`src/rtl/sb_pkg.sv`:
```
// Shared types and constants for the switch-box mux with streamed configuration.
package sb_pkg;

  typedef enum logic [1:0] {
    SIDE_N = 2'd0,
    SIDE_E = 2'd1,
    SIDE_S = 2'd2,
    SIDE_W = 2'd3
  } side_e;

  localparam int NUM_SIDES    = 4;
  localparam int BITS_PER_OUT = 3;

  // sel field: which side feeds the output, counted clockwise from its own side
  localparam logic [1:0] SEL_ZERO = 2'b00;
  localparam logic [1:0] SEL_CW1  = 2'b01;
  localparam logic [1:0] SEL_OPP  = 2'b10;
  localparam logic [1:0] SEL_CW3  = 2'b11;

  typedef enum logic [1:0] {
    ST_IDLE   = 2'd0,
    ST_LOAD   = 2'd1,
    ST_COMMIT = 2'd2,
    ST_ERROR  = 2'd3
  } cfg_state_e;

  // Source side for an output on side d given its sel value
  function automatic int src_side(input int d, input int sel);
    return (d + sel) % NUM_SIDES;
  endfunction

endpackage

```
`src/rtl/sb_out_mux.sv`:
```
// One switch-box output: 4:1 mux with a constant-zero leg and an optional output flop.
module sb_out_mux
  import sb_pkg::*;
(
  input  logic                    clk,
  input  logic                    rst,
  input  logic [BITS_PER_OUT-1:0] cfg,   // {reg, sel[1:0]}
  input  logic [NUM_SIDES-1:1]    src,   // src[k] = same track on side (d+k)%4
  output logic                    out
);

  logic mux;
  logic q;

  // Source select
  always_comb begin
    mux = 1'b0;
    case (cfg[1:0])
      SEL_ZERO: mux = 1'b0;
      SEL_CW1:  mux = src[1];
      SEL_OPP:  mux = src[2];
      SEL_CW3:  mux = src[3];
      default:  mux = 1'b0;
    endcase
  end

  // Flop samples the mux every cycle regardless of reg, so switching to
  // registered mode shows a value that is at most one cycle old
  always_ff @(posedge clk or posedge rst) begin
    if (rst) q <= 1'b0;
    else     q <= mux;
  end

  assign out = cfg[2] ? q : mux;

endmodule

```
`src/rtl/sb_mux_cfg.sv`:
```
// Switch box with W tracks per side, configured by a word stream into a shadow
// register that is committed atomically into the active register.
module sb_mux_cfg
  import sb_pkg::*;
#(
  parameter int W  = 8,
  parameter int CW = 8
) (
  input  logic          clk,
  input  logic          rst,
  input  logic [W-1:0]  in_n,
  input  logic [W-1:0]  in_e,
  input  logic [W-1:0]  in_s,
  input  logic [W-1:0]  in_w,
  output logic [W-1:0]  out_n,
  output logic [W-1:0]  out_e,
  output logic [W-1:0]  out_s,
  output logic [W-1:0]  out_w,
  input  logic          cfg_valid,
  output logic          cfg_ready,
  input  logic [CW-1:0] cfg_data,
  input  logic          cfg_last,
  input  logic          cfg_clear,
  output logic          cfg_done,
  output logic          cfg_err,
  output logic          cfg_busy
);

  localparam int NOUT   = NUM_SIDES * W;
  localparam int NBITS  = NOUT * BITS_PER_OUT;
  localparam int NWORDS = (NBITS + CW - 1) / CW;
  localparam int CNTW   = $clog2(NWORDS);
  localparam logic [CNTW-1:0] LAST_IDX = CNTW'(NWORDS - 1);

  cfg_state_e       state, state_nxt;
  logic [CNTW-1:0]  count, count_nxt;
  logic [NBITS-1:0] shadow, active;
  logic [NOUT-1:0]  in_all, out_all;
  logic             accept;

  assign accept = cfg_valid & cfg_ready;

  // State and word counter
  always_ff @(posedge clk or posedge rst) begin
    if (rst) begin
      state <= ST_IDLE;
      count <= '0;
    end else begin
      state <= state_nxt;
      count <= count_nxt;
    end
  end

  // Stream protocol: exactly NWORDS words with last only on the final one
  always_comb begin
    state_nxt = state;
    count_nxt = count;
    cfg_ready = 1'b0;
    cfg_done  = 1'b0;
    cfg_err   = 1'b0;
    cfg_busy  = (state != ST_IDLE);
    case (state)
      ST_IDLE: begin
        cfg_ready = 1'b1;
        if (accept) begin
          state_nxt = cfg_last ? ST_ERROR : ST_LOAD;
          count_nxt = cfg_last ? '0 : CNTW'(1);
        end
      end
      ST_LOAD: begin
        cfg_ready = 1'b1;
        if (accept) begin
          if (count == LAST_IDX) begin
            state_nxt = cfg_last ? ST_COMMIT : ST_ERROR;
            count_nxt = '0;
          end else if (cfg_last) begin
            state_nxt = ST_ERROR;
            count_nxt = '0;
          end else begin
            count_nxt = count + CNTW'(1);
          end
        end
      end
      ST_COMMIT: begin
        cfg_done  = 1'b1;
        state_nxt = ST_IDLE;
        count_nxt = '0;
      end
      ST_ERROR: begin
        cfg_err = 1'b1;
        if (cfg_clear) begin
          state_nxt = ST_IDLE;
          count_nxt = '0;
        end
      end
      default: begin
        state_nxt = ST_IDLE;
        count_nxt = '0;
      end
    endcase
  end

  // Shadow capture; bits past NBITS in the final word have no home and drop
  always_ff @(posedge clk or posedge rst) begin
    if (rst) begin
      shadow <= '0;
    end else if (accept) begin
      for (int b = 0; b < NBITS; b++)
        if (b / CW == int'(count)) shadow[b] <= cfg_data[b % CW];
    end
  end

  // Active config only moves on the COMMIT exit edge
  always_ff @(posedge clk or posedge rst) begin
    if (rst)                    active <= '0;
    else if (state == ST_COMMIT) active <= shadow;
  end

  assign in_all = {in_w, in_s, in_e, in_n};

  for (genvar d = 0; d < NUM_SIDES; d++) begin : g_side
    for (genvar i = 0; i < W; i++) begin : g_trk
      localparam int O = d * W + i;
      sb_out_mux u_mux (
        .clk (clk),
        .rst (rst),
        .cfg (active[O*BITS_PER_OUT +: BITS_PER_OUT]),
        .src ({in_all[src_side(d, 3)*W + i],
               in_all[src_side(d, 2)*W + i],
               in_all[src_side(d, 1)*W + i]}),
        .out (out_all[O])
      );
    end
  end

  assign out_n = out_all[int'(SIDE_N)*W +: W];
  assign out_e = out_all[int'(SIDE_E)*W +: W];
  assign out_s = out_all[int'(SIDE_S)*W +: W];
  assign out_w = out_all[int'(SIDE_W)*W +: W];

endmodule

```
`config.mk`:
```
export PLATFORM = sky130hd
export DESIGN_NAME = sb_mux_cfg
export DESIGN_NICKNAME = d
export VERILOG_FILES = /design/src/rtl/sb_pkg.sv /design/src/rtl/sb_out_mux.sv /design/src/rtl/sb_mux_cfg.sv
export SDC_FILE = /design/constraint.sdc
export NUM_CORES = 1
export LEC_CHECK = 0
export CAP_MARGIN = 20
export CORE_MARGIN = 2
export CORE_UTILIZATION = 39
export DETAILED_ROUTE_END_ITERATION = 12
export SYNTH_ARGS = -nofsm -noshare
export SYNTH_HDL_FRONTEND = slang
export SYNTH_SLANG_ARGS = --single-unit
```
`constraint.sdc`:
```
create_clock -name clk -period 7.05 [get_ports clk]
set_input_delay 1.0575 -clock clk [delete_from_list [all_inputs] [get_ports clk]]
set_output_delay 1.0575 -clock clk [all_outputs]
set_load 0.05 [all_outputs]
```
-- Yosys cells after proc, flatten, opt, wreduce, memory -nomap -nowiden
Cells that the tools add are included.
- $add $sub $neg: 1
- equality and inequality tests: 115
- muxes and demuxes: 82
- bitwise gates (word level): 1
- reductions and logical operators: 50
- operator list (cell ; count):
    equality test 2 bit (second input constant) ; 66
    case mux 1 bit (4 select lines) ; 32
    equality test 2 x 1 -> 1 bit (second input constant) ; 33
    zero test 2 bit ; 33
    2-to-1 mux 1 bit ; 37
    equality test 4 bit (first input constant) ; 8
    AND reduction 2 bit ; 12
    2-to-1 mux 4 bit ; 5
    case mux 4 bit (4 select lines) ; 1
    2-to-1 mux 2 bit ; 6
    equality test 3 x 4 -> 1 bit (first input constant) ; 2
    case mux 2 bit (4 select lines) ; 1
    != test 2 bit (second input constant) ; 3
    adder 4 x 1 -> 4 bit (second input constant) ; 1
    equality test 2 x 4 -> 1 bit (first input constant) ; 1
    equality test 4 bit (second input constant) ; 1
    zero test 4 bit ; 1
    AND reduction 4 bit ; 1
    != test 3 bit (second input constant) ; 1
    AND reduction 3 bit ; 1
    nonzero test 2 bit ; 1
    OR reduction 2 bit ; 1
    AND 1 bit ; 1
- bits in registers: 230
- bits of input ports: 45
- output and inout port bits: 36

-- Depth between registers and ports, before layout
- depth after elaboration: 6
- depth in mapped cells: 5

-- Hierarchy
A second synthesis with hierarchy kept.
- cells, all modules: 656
- area total of the unflattened synthesis: 9770.6 µm²
- by module, submodules not included (module ; instances ; cells an instance ; area each (µm²)):
    sb_mux_cfg ; 1 ; 464 ; 7728.7
    sb_out_mux ; 32 ; 6 ; 63.8

-- Worst setup path before layout
No wires, ideal clock.
- kind: input to output
- start: input port in_n[0]
- end: output port out_e[0]
- arrival time: 1875 ps
- setup slack: 4118 ps
- stages: 5
- path buffers: 1
- path through: mux2_2 nand2_1 o21ai_0 mux2_2 buf_4
- word-level cells in the longest chain between the ends: 2
- RTL lines (item ; line ; source):
    from (decl) ; sb_mux_cfg.sv:11 ; input logic [W-1:0] in_n,
    case mux 1 bit (4 select lines) ; sb_out_mux.sv:18 ; case (cfg[1:0])
    named net g_side[1].g_trk[0].u_mux.mux ; sb_out_mux.sv:12 ; logic mux;
    2-to-1 mux 1 bit ; sb_out_mux.sv:34 ; assign out = cfg[2] ? q : mux;
    to (decl) ; sb_mux_cfg.sv:16 ; output logic [W-1:0] out_e,
The timed path passes the listed nets, and every way through them passes these cells.

-- Worst setup path after layout
- start: input port in_n[3]
- end: output port out_w[3]
- word-level cells in the longest chain between the ends: 2
- RTL lines (item ; line ; source):
    case mux 1 bit (4 select lines) ; sb_out_mux.sv:18 ;
    named net g_side[3].g_trk[3].u_mux.mux ; sb_out_mux.sv:12 ;
    2-to-1 mux 1 bit ; sb_out_mux.sv:34 ;
    to (decl) ; sb_mux_cfg.sv:18 ; output logic [W-1:0] out_w,
The timed path passes the listed nets, and every way through them passes these cells.

==> key figures <==
Outcome
  • Status: complete, no violations

Finish
  • Flip-flop and latch area: 5760 µm²
  • Commonest cells after routing, fill and taps aside: mux2_2 (256), dfrtp_1 (230), clkdlybuf4s50_1 (80)
  • Share of post-route cells with drive strength above 1: 41.3%
  • Final net count: 796
  • Multi-input logic area: 3650 µm²
  • Most common cell after layout, fill and taps aside: mux2_2
  • Final Non-Filler Cells: 1,093
  • P&R area growth vs syn: 16.6%
  • Fillers: 2,203
  • Number of diodes: 0

CTS
  • Clk buf depth: 3
  • Post-CTS Resized: 0
  • Post-CTS Setup Repair Bufs: 0
  • Post-CTS Hold Buffers: 0
  • Reg clk slew, reported paths: 0.05 ns
  • H-tree Lvls: 1
  • CTS sink cnt: 230
  • CTS tree: yes
  • Worst skew pair latency: 0.51 ns
  • CTS buffer count: 24
  • CTS root buf: clkbuf_16

Power and ir drop
  • Net Sw Frac: 29.7%
  • PwrDens: 339 nW/µm²
  • Seq pwr share: 44.2%
  • Max IR drop VDD: 0.252 mV
  • Sw power: 0.00115 W
  • Comb power frac: 24.7%
  • Leakage: 5.31 nW
  • Clock network fraction of design power: 31.1%
  • P_int: 0.00273 W

Routing
  • WL per Instance: 18.2 µm
  • Initial DRC Count: 237
  • Detail Route Antenna Nets: 0
  • Drt total wl: 19.9 mm
  • Drt via density: 4.94
  • DRT Pass-1 Iters: 4
  • Vias: 5,399
  • DRC violations left: 0

Synth
  • Synth Area in Compound Gates: 2.59%
  • Post-Synth Simple-Gate Area: 4.54%
  • Synth area leaders: dfrtp_1 (59%), mux2_2 (29%), nand2_1 (2.8%)
  • Post-synthesis sequential area ratio: 58.7%
  • Synthesized area per cell: 14.2 µm²
  • Cell area after synthesis: 9810 µm²
  • Syn Inst Count: 690
  • Post-Synth XOR/XNOR Area: 0%
  • Yosys top cell by area: dfrtp_1
  • Post-Syn Nets: 739
  • Yosys warnings: 0
  • Synth Register Bits: 230
  • Largest family of logic cells by synthesized area: multiplexers
  • Netlist cell types: 29
  • Post-synth top area share: 58.7%
  • Multiplexer share of the synthesized area: 29.5%
  • Adder-cell share of the synthesized area: 0.510%

Placement
  • HPWL after detailed placement: 13.0 mm
  • GPL Wtd Cong: 0.749
  • Input/output buffers: 80
  • Placed Instances: 1,051

Worst setup path
  • WP buf/inv: 2
  • CP max stage delay: 0.71 ns
  • Setup CP Type: input port to output pin
  • Max FO, Critical Path: 3
  • Worst path slowest cell: clkdlybuf4s50_1
  • Crit path max-delay family: buffers and inverters
  • Cell breakdown of the critical path: clkdlybuf4s50_1, mux2_2, nand2_1, o21ai_0, mux2_2, clkdlybuf4s50_1
  • Required time worst endpoint: 5.99 ns
  • Launching element type of the critical path: input port
  • Crit. End Element: output pin
  • Critical Path AT: 3.03 ns

Global routing
  • Aggregate global routing overflow: 0
  • GR Util met1: 19.7%
  • Gr usage total: 15.3%
  • Pin count of the biggest net entering global routing: 181
  • Initial antenna violation count: 0
  • Met3 usage: 2.95%
  • Met2 usage: 26.1%
  • Top Usage Layer GRT: met2
  • First-pass GRT wire length: 32.0 mm
  • Vias in the first global route: 5,925

STA
  • Final Hold Viols: 0
  • Hold slack: 0.498 ns
  • Tcrit/Tclk final: 58.0%
  • Final Setup Violations: 0
  • Worst slew pin tran: 0.970 ns
  • Max-slew headroom: 35.3%
  • Max Clock Freq: 245 MHz
  • RSZ-0062 raised after global routing: no
  • Setup TNS: 0 ns
  • Final Skew: 0.0155 ns
  • Final Max Slew Viols: 0
  • Minimum clock period: 4.09 ns

Die
  • Num rows: 58
  • DIE AREA: 26,400 µm²
  • Total core area: 25,000 µm²
  • Die height: 163 µm
  • Die width: 163 µm
  • Initial Utilization: 39.3%
  • Io pins: 81

Worst hold path
  • Worst hold path class: flop to flop

Job
  • Maxcap violations: 0
metrics by stage:
step | area (µm²) | setup slack (ns) | utilization, % | power [W]
floorplan | 9820 | 2.98 | - | 0.00248
global placement | 10700 | 2.98 | 42.8 | 0.00268
detailed placement | 10700 | 2.95 | 42.8 | 0.00271
CTS | 11400 | 2.95 | 45.8 | 0.00394
global route | 11400 | 2.87 | 45.8 | 0.00407
finish | 11400 | 2.96 | 45.8 | 0.00388
state kept, by name (all words and copies together), names as in the netlist:
signal and cells:
shadow 96, g_side.g_trk.u_mux.q 32, state 2, count 4, active 96
cells in the mapped netlist:
cell type	number
or2_2	1
o41ai_1	1
and2b_2	1
mux2_2	256
a2bb2oi_1	1
buf_4	34
ha_1	4
mux2i_1	1
a211o_1	2
nand2_1	72
o21bai_4	1
o2111ai_1	1
nor2_1	5
nand3_1	1
buf_6	2
nor2_2	5
or3b_4	1
a22o_1	1
inv_1	6
buf_2	9
dfrtp_1	230
nand2b_1	1
nand2_2	4
a31oi_1	1
nor4_2	1
o22ai_1	1
nor3_2	5
dlygate4sd1_1	8
o21ai_0	34
worst register-to-register path, stage by stage (launching register included):
cell	delay (ns)
dfrtp_1	0.63
inv_1	0.23
nor2_4	0.21
buf_4	0.54
buf_4	0.71
mux2_2	0.46
power by group through the flow:
stage	combinational, W	clock (W)	sequential (W)
after floorplan	0.000811	0	0.00167
after global placement	0.000948	0	0.00173
after detailed placement	0.000968	0	0.00174
after CTS	0.000973	0.00124	0.00172
after global routing	0.00102	0.00130	0.00175
final	0.000957	0.00121	0.00172
final timing paths:
path                                        startpoint                      to  slack (ns)  cells past startpoint
worst min-delay path            shadow[55]$_DFFE_PP0P_  shadow[55]$_DFFE_PP0P_        0.50                      1
worst max register to register    state[1]$_DFFE_PP0P_  active[86]$_DFFE_PP0P_        4.15                      5
min in group asynchronous                          rst  active[83]$_DFFE_PP0P_        1.15                      3
worst max-delay path                           in_n[3]                out_w[3]        2.96                      6
max in group asynchronous                          rst  shadow[68]$_DFFE_PP0P_        4.62                      4
worst min register to register  shadow[55]$_DFFE_PP0P_  shadow[55]$_DFFE_PP0P_        0.50                      1
layer usage:
layer	share of wire, %	up-vias
met1	45	2778
met3	4.4	35
met2	49	91
li1	-	2495
met4	2.4	0
met5	0	-
cell type report:
class / instances / share of cell area (%)
clock buffer: 38 / 6.42
clock inverter: 4 / 0.197
inverter: 6 / 0.230
multi-input combinational: 401 / 31.9
sequential: 230 / 50.3
tap: 330 / 3.61
timing repair buffer: 84 / 7.37
cells by family after synthesis:
family / count (synthesis)
buffers and inverters: 59
adders and majority gates: 4
muxes: 257
and+or+nand+nor: 97
DFF: 230
AOI/OAI and AO/OA: 43
Power figures use the tool's default switching activity.
==> RTL edit 1, RTL diff (same settings) <==
Encoding of `cfg_state_e`: now Gray code (2 bits for 4 states).
--- a/src/rtl/sb_pkg.sv
+++ b/src/rtl/sb_pkg.sv
@@ -19,8 +19,8 @@
 
   typedef enum logic [1:0] {
-    ST_IDLE   = 2'd0,
-    ST_LOAD   = 2'd1,
-    ST_COMMIT = 2'd2,
-    ST_ERROR  = 2'd3
+    ST_IDLE   = 2'b00,
+    ST_LOAD   = 2'b01,
+    ST_COMMIT = 2'b11,
+    ST_ERROR  = 2'b10
   } cfg_state_e;
 
Behaviour: same outputs for any inputs over 10 cycles, from zero or initial values and one cycle with rst high; not proved beyond that.
==> RTL edit 1 against the original RTL <==
Largest cell class unchanged; cell count decreased by 2.6%; largest power group unchanged; sequential cell count unchanged; area after synthesis increased by 2.2%; setup slack worse by 0.025 ns; routed wire length rose by 2.2%; cell area is 2.2% higher; clock power is 3% higher; critical endpoint is now out_n[1]; core utilization grew 0.61 points; non-clock buffer count up 1; clock skew shrank 0.0055 ns; sequential power fell by 9%; power down 14%.
==> RTL edit 1: results <==
run_status:
  outcome: "finished clean"
grt:
  grt_pass1_wl_mm: 32.71
  met1_usage_pct: 21.73
  antenna_found_initial: 0
  use_met2_pct: 25.83
  grt_usage_pct: 15.61
  grt_pass1_vias: 5863
  use_met3_pct: 2.449
  grt_start_max_net_pins: 124
detailed_routing:
  firstDrtPassIters: 4
  drt-vias-per-instance: 5.075
  wl_per_cell_um: 19.05
  first_iter_violations: 345
  wl_mm: 20.29
setup_path:
  startpoint: "in_w[1]"
  critPathMaxFanout: 3
  worstReg2RegStart: "state[0]"
  crit_arrival_ns: 3.05
clocking:
  clock_path_buffers: 3
  path_clk_slew_ns: 0.06
  cts_setup_buffers: 0
  htreeDepth: 1
  cts-root-buf: "clkbuf_16"
  clk-insertion-delay-late_ns: 0.51
  cts_made_buffers: 24
  cts_resized: 0
power_and_ir_drop:
  irDropWorstVdd_v: 0.0002631
  power_switching_share_pct: 26.27
  total_leakage_power_uw: 0.005601
synth:
  async_flop_share_pct: 100.0
  synthCells: 668
  synth_fp_nets: 717
  synthTopCellsByArea: "dfrtp_1, mux2_2, mux2_1, mux2i_1, mux2_4"
  synth_common_cells: "dfrtp_1, mux2_2, mux2_1"
  seq_area_frac_synth_pct: 57.41
  yosysUniqueCellTypes: 36
  yosysWarnings: 0
place:
  dpl_worst_slack_ns: 2.941
  finalWeightedCongestion: 0.7465
  io_buffers: 80
  dpl.hpwl_mm: 13.15
  placed_cells: 1020
timing:
  relSlewSlack_pct: 40.67
  skew_ns: 0.009944
  slew_viol_final: 0
cells_and_area:
  diodes: 0
  drive_above_1_share_pct: 26.80
  reg_top3: "active: 96 flops, shadow: 96 flops, g_side.g_trk.u_mux.q: 32 flops"
  fin_nets: 766
min_path:
  min_path_type: "reg2reg"
  worstHoldStart: "shadow[31]"
-- RTL edit 1: cell types whose count changed after synthesis, sizes merged, moves of 5 or more --
cell         delta
buf             +9
clkbuf          +8
dlygate4sd1     -8
mux2           -32
mux2i          +63
nand2          -36
nor2            -6
nor3            -5
o21ai          -30
-- RTL edit 1: kinds of logic after synthesis --
kind of cell               count (synthesis)  share of synthesized area [%]
adders and majority gates                  4                         0.4992
buffers and inverters                     68                          4.405
DFF                                      230                          57.41
muxes                                    288                          32.75
and+or+nand+nor                           65                          4.043
AOI/OAI and AO/OA                         13                         0.8986
-- RTL edit 1: path summary, 6_finish.rpt --
| check | slack [ns] | cells after the start | endpoint |
|---|---|---|---|
| worst max register to register | 4.74 | 5 | active[1] |
| worst min-delay path | 0.48 | 1 | active[31] |
| max in group asynchronous | 4.90 | 4 | active[22] |
| min in group asynchronous | 0.83 | 2 | shadow[36] |
| worst max-delay path | 2.94 | 5 | out_n[1] |
| worst min register to register | 0.48 | 1 | active[31] |
-- RTL edit 1: per-layer routing --
metal | wire (µm) | up-vias
met4 | 252 | 0
met2 | 9716 | 101
met3 | 814 | 21
met1 | 9501 | 2850
met5 | 0 | -
li1 | - | 2433
-- RTL edit 1: metrics by stage --
stage	hold slack, ns	power [µW]	area, µm²
2_1_floorplan	0.4503	1986	10030
3_3_place_gp	0.4618	2111	10870
3_5_place_dp	0.4698	2129	10870
4_1_cts	0.4846	3396	11680
5_1_grt	0.4955	3503	11700
6_report	0.4790	3348	11700
-- RTL edit 1: power by group through the flow --
stage          sequential, µW  combinational (µW)  clock [µW]
6_report                 1560                 538        1250
5_1_grt                  1580                 581        1340
4_1_cts                  1560                 547        1290
3_5_place_dp             1590                 544           0
3_3_place_gp             1580                 532           0
2_1_floorplan            1550                 433           0
-- RTL edit 1: cell type report --
cell class,instances,area [µm²]
clock buffers,38,774.5
clock inverters,6,32.53
fillers,2162,13490
inverters,6,26.28
multi-input cells,370,3831
flip-flops and latches,230,5756
well taps,330,412.9
repair buffers,85,863.3
-- RTL edit 1: critical path, stage by stage --
cell             delay (ns)
clkdlybuf4s50_1        0.51
mux2i_1                0.09
mux2i_1                0.36
mux2_2                 0.23
clkdlybuf4s50_1        0.81
==> RTL edit 2, RTL diff (same flow settings) <==
Made on the original files. Set the package constant `BITS_PER_OUT` to 6 (it was 3).
--- a/src/rtl/sb_pkg.sv
+++ b/src/rtl/sb_pkg.sv
@@ -10,5 +10,5 @@
 
   localparam int NUM_SIDES    = 4;
-  localparam int BITS_PER_OUT = 3;
+  localparam int BITS_PER_OUT = 6;
 
   // sel field: which side feeds the output, counted clockwise from its own side
Check against the original RTL: same outputs for any inputs over 10 cycles, from zero or initial values and one cycle with rst high; that may be too few to reach the edited logic, so the function may still have changed.
==> RTL edit 2 against the original RTL <==
Global-route usage up 0.061 points; sequential cell count up 1; power down 9.5%; first-iteration DRC count up 25%; setup slack better by 0.15 ns; register-to-register slack worse by 0.35 ns; fmax up 3.8%; routed wire length up 1.1%; clock skew down 0.0089 ns; combinational power down 43%; cell area up 3.8%; area after synthesis up 2.2%; critical endpoint is now out_e[1].
==> RTL edit 2: results <==
power_and_ir_drop:
  p_seq_share_pct: 44.6
  total_leakage_power_uw: 0.005530
  power_switching_share_pct: 25.64
  power.share.clock_pct: 40.0
  irDropWorstVdd_v: 0.0001567
place:
  finalWeightedCongestion: 0.8174
  placed_area_mm2: 0.01093
  dpl_worst_slack_ns: 3.100
  io_buffers: 80
  dpl.hpwl_mm: 13.49
  placed_cells: 1050
detailed_routing:
  wl_per_cell_um: 18.26
  firstDrtPassIters: 4
  wl_mm: 20.07
  first_iter_violations: 296
  vias: 5560
synth:
  yosysUniqueCellTypes: 40
  synth_common_cells: "dfrtp_1, mux2_2, mux2i_1"
  synthTopCellsByArea: "dfrtp_1, mux2_2, mux2i_1, buf_4, nand2_1"
  yosysWarnings: 0
  synth_edf_count: 0
  seq_area_frac_synth_pct: 57.65
  async_flop_share_pct: 100.0
  syn_avg_cell_area_um2: 14.53
  synth_fp_nets: 740
clocking:
  cts_resized: 0
  htreeDepth: 1
  cts_setup_buffers: 0
  cts-root-buf: "clkbuf_16"
  clk-insertion-delay-late_ns: 0.52
  path_clk_slew_ns: 0.06
  cts_made_buffers: 26
  clock_path_buffers: 3
grt:
  antenna_found_initial: 1
  grt_usage_pct: 15.31
  grt_pass1_wl_mm: 32.42
  grt_pass1_vias: 5920
  grt_start_max_net_pins: 123
setup_path:
  r2r_setup_slack_ns: 3.80
  critPathMaxFanout: 3
  startpoint: "in_s[1]"
  crit_arrival_ns: 2.88
  reg2reg_depth: 5
  worstReg2RegStart: "state[1]"
timing:
  whs_ns: 0.4982
  skew_ns: 0.006522
  final.min_clock_period_ns: 3.936
  relSlewSlack_pct: 41.34
cells_and_area:
  reg_top3: "active: 96 flops, shadow: 96 flops, g_side.g_trk.u_mux.q: 32 flops"
  fin_nets: 799
  diodes: 0
  drive_above_1_share_pct: 37.45
min_path:
  min_path_type: "reg2reg"
  whs_path_depth: 1
  worstHoldStart: "active[114]"
run_status:
  outcome: "finished clean"
[RTL edit 2: changes by cell type after synthesis, sizes merged, moves of 5 or more]
cell	before	now
clkbuf	0	5
mux2i	1	64
nand2	76	50
dlygate4sd1	8	0
nor2b	0	7
o21ai	34	4
mux2	256	224
[RTL edit 2: routing by layer]
metal,routed length [µm],global-route usage [%]
met4,376,4.346
met1,9273,20.83
met3,778,2.576
met5,7,0
met2,9638,25.29
[RTL edit 2: per-stage QoR]
| step | utilization [%] | power [µW] |
|---|---|---|
| global route | 47.15 | 3669 |
| global placement | 43.40 | 2117 |
| detailed placement | 43.40 | 2136 |
| CTS | 47.04 | 3557 |
| floorplan | - | 1996 |
| finish | 47.15 | 3511 |
[RTL edit 2: worst paths after layout]
| check | to |
|---|---|
| max | out_e[1] |
| max in group asynchronous | active[67] |
| min reg2reg | g_side[2].g_trk[3].u_mux.q |
| max reg2reg | active[187] |
| min | g_side[2].g_trk[3].u_mux.q |
| min in group asynchronous | g_side[0].g_trk[6].u_mux.q |
[RTL edit 2: kinds of logic (layout without fill, tap and decap cells)]
group | after synthesis | count (layout) | synth area share, %
flops | 231 | 231 | 57.65
buf+inv | 62 | 141 | 3.931
simple gates | 91 | 91 | 5.316
compound gates | 13 | 13 | 0.9360
fa+ha+maj | 5 | 5 | 0.6239
mux | 288 | 288 | 31.54
[RTL edit 2: critical path: stages]
cell and delay, ns:
clkdlybuf4s50_1 0.52, mux2i_1 0.10, mux2i_1 0.21, mux2_2 0.19
clkdlybuf4s50_1 0.79
[RTL edit 2: cell type report]
class / instances / area, µm²
clock buffer: 38 / 787.0
clock inverter: 10 / 131.4
fill: 2182 / 13310
inverter: 8 / 33.78
multi-input combinational: 397 / 3857
sequential: 231 / 5781
tap: 330 / 412.9
timing repair buffer: 85 / 870.8
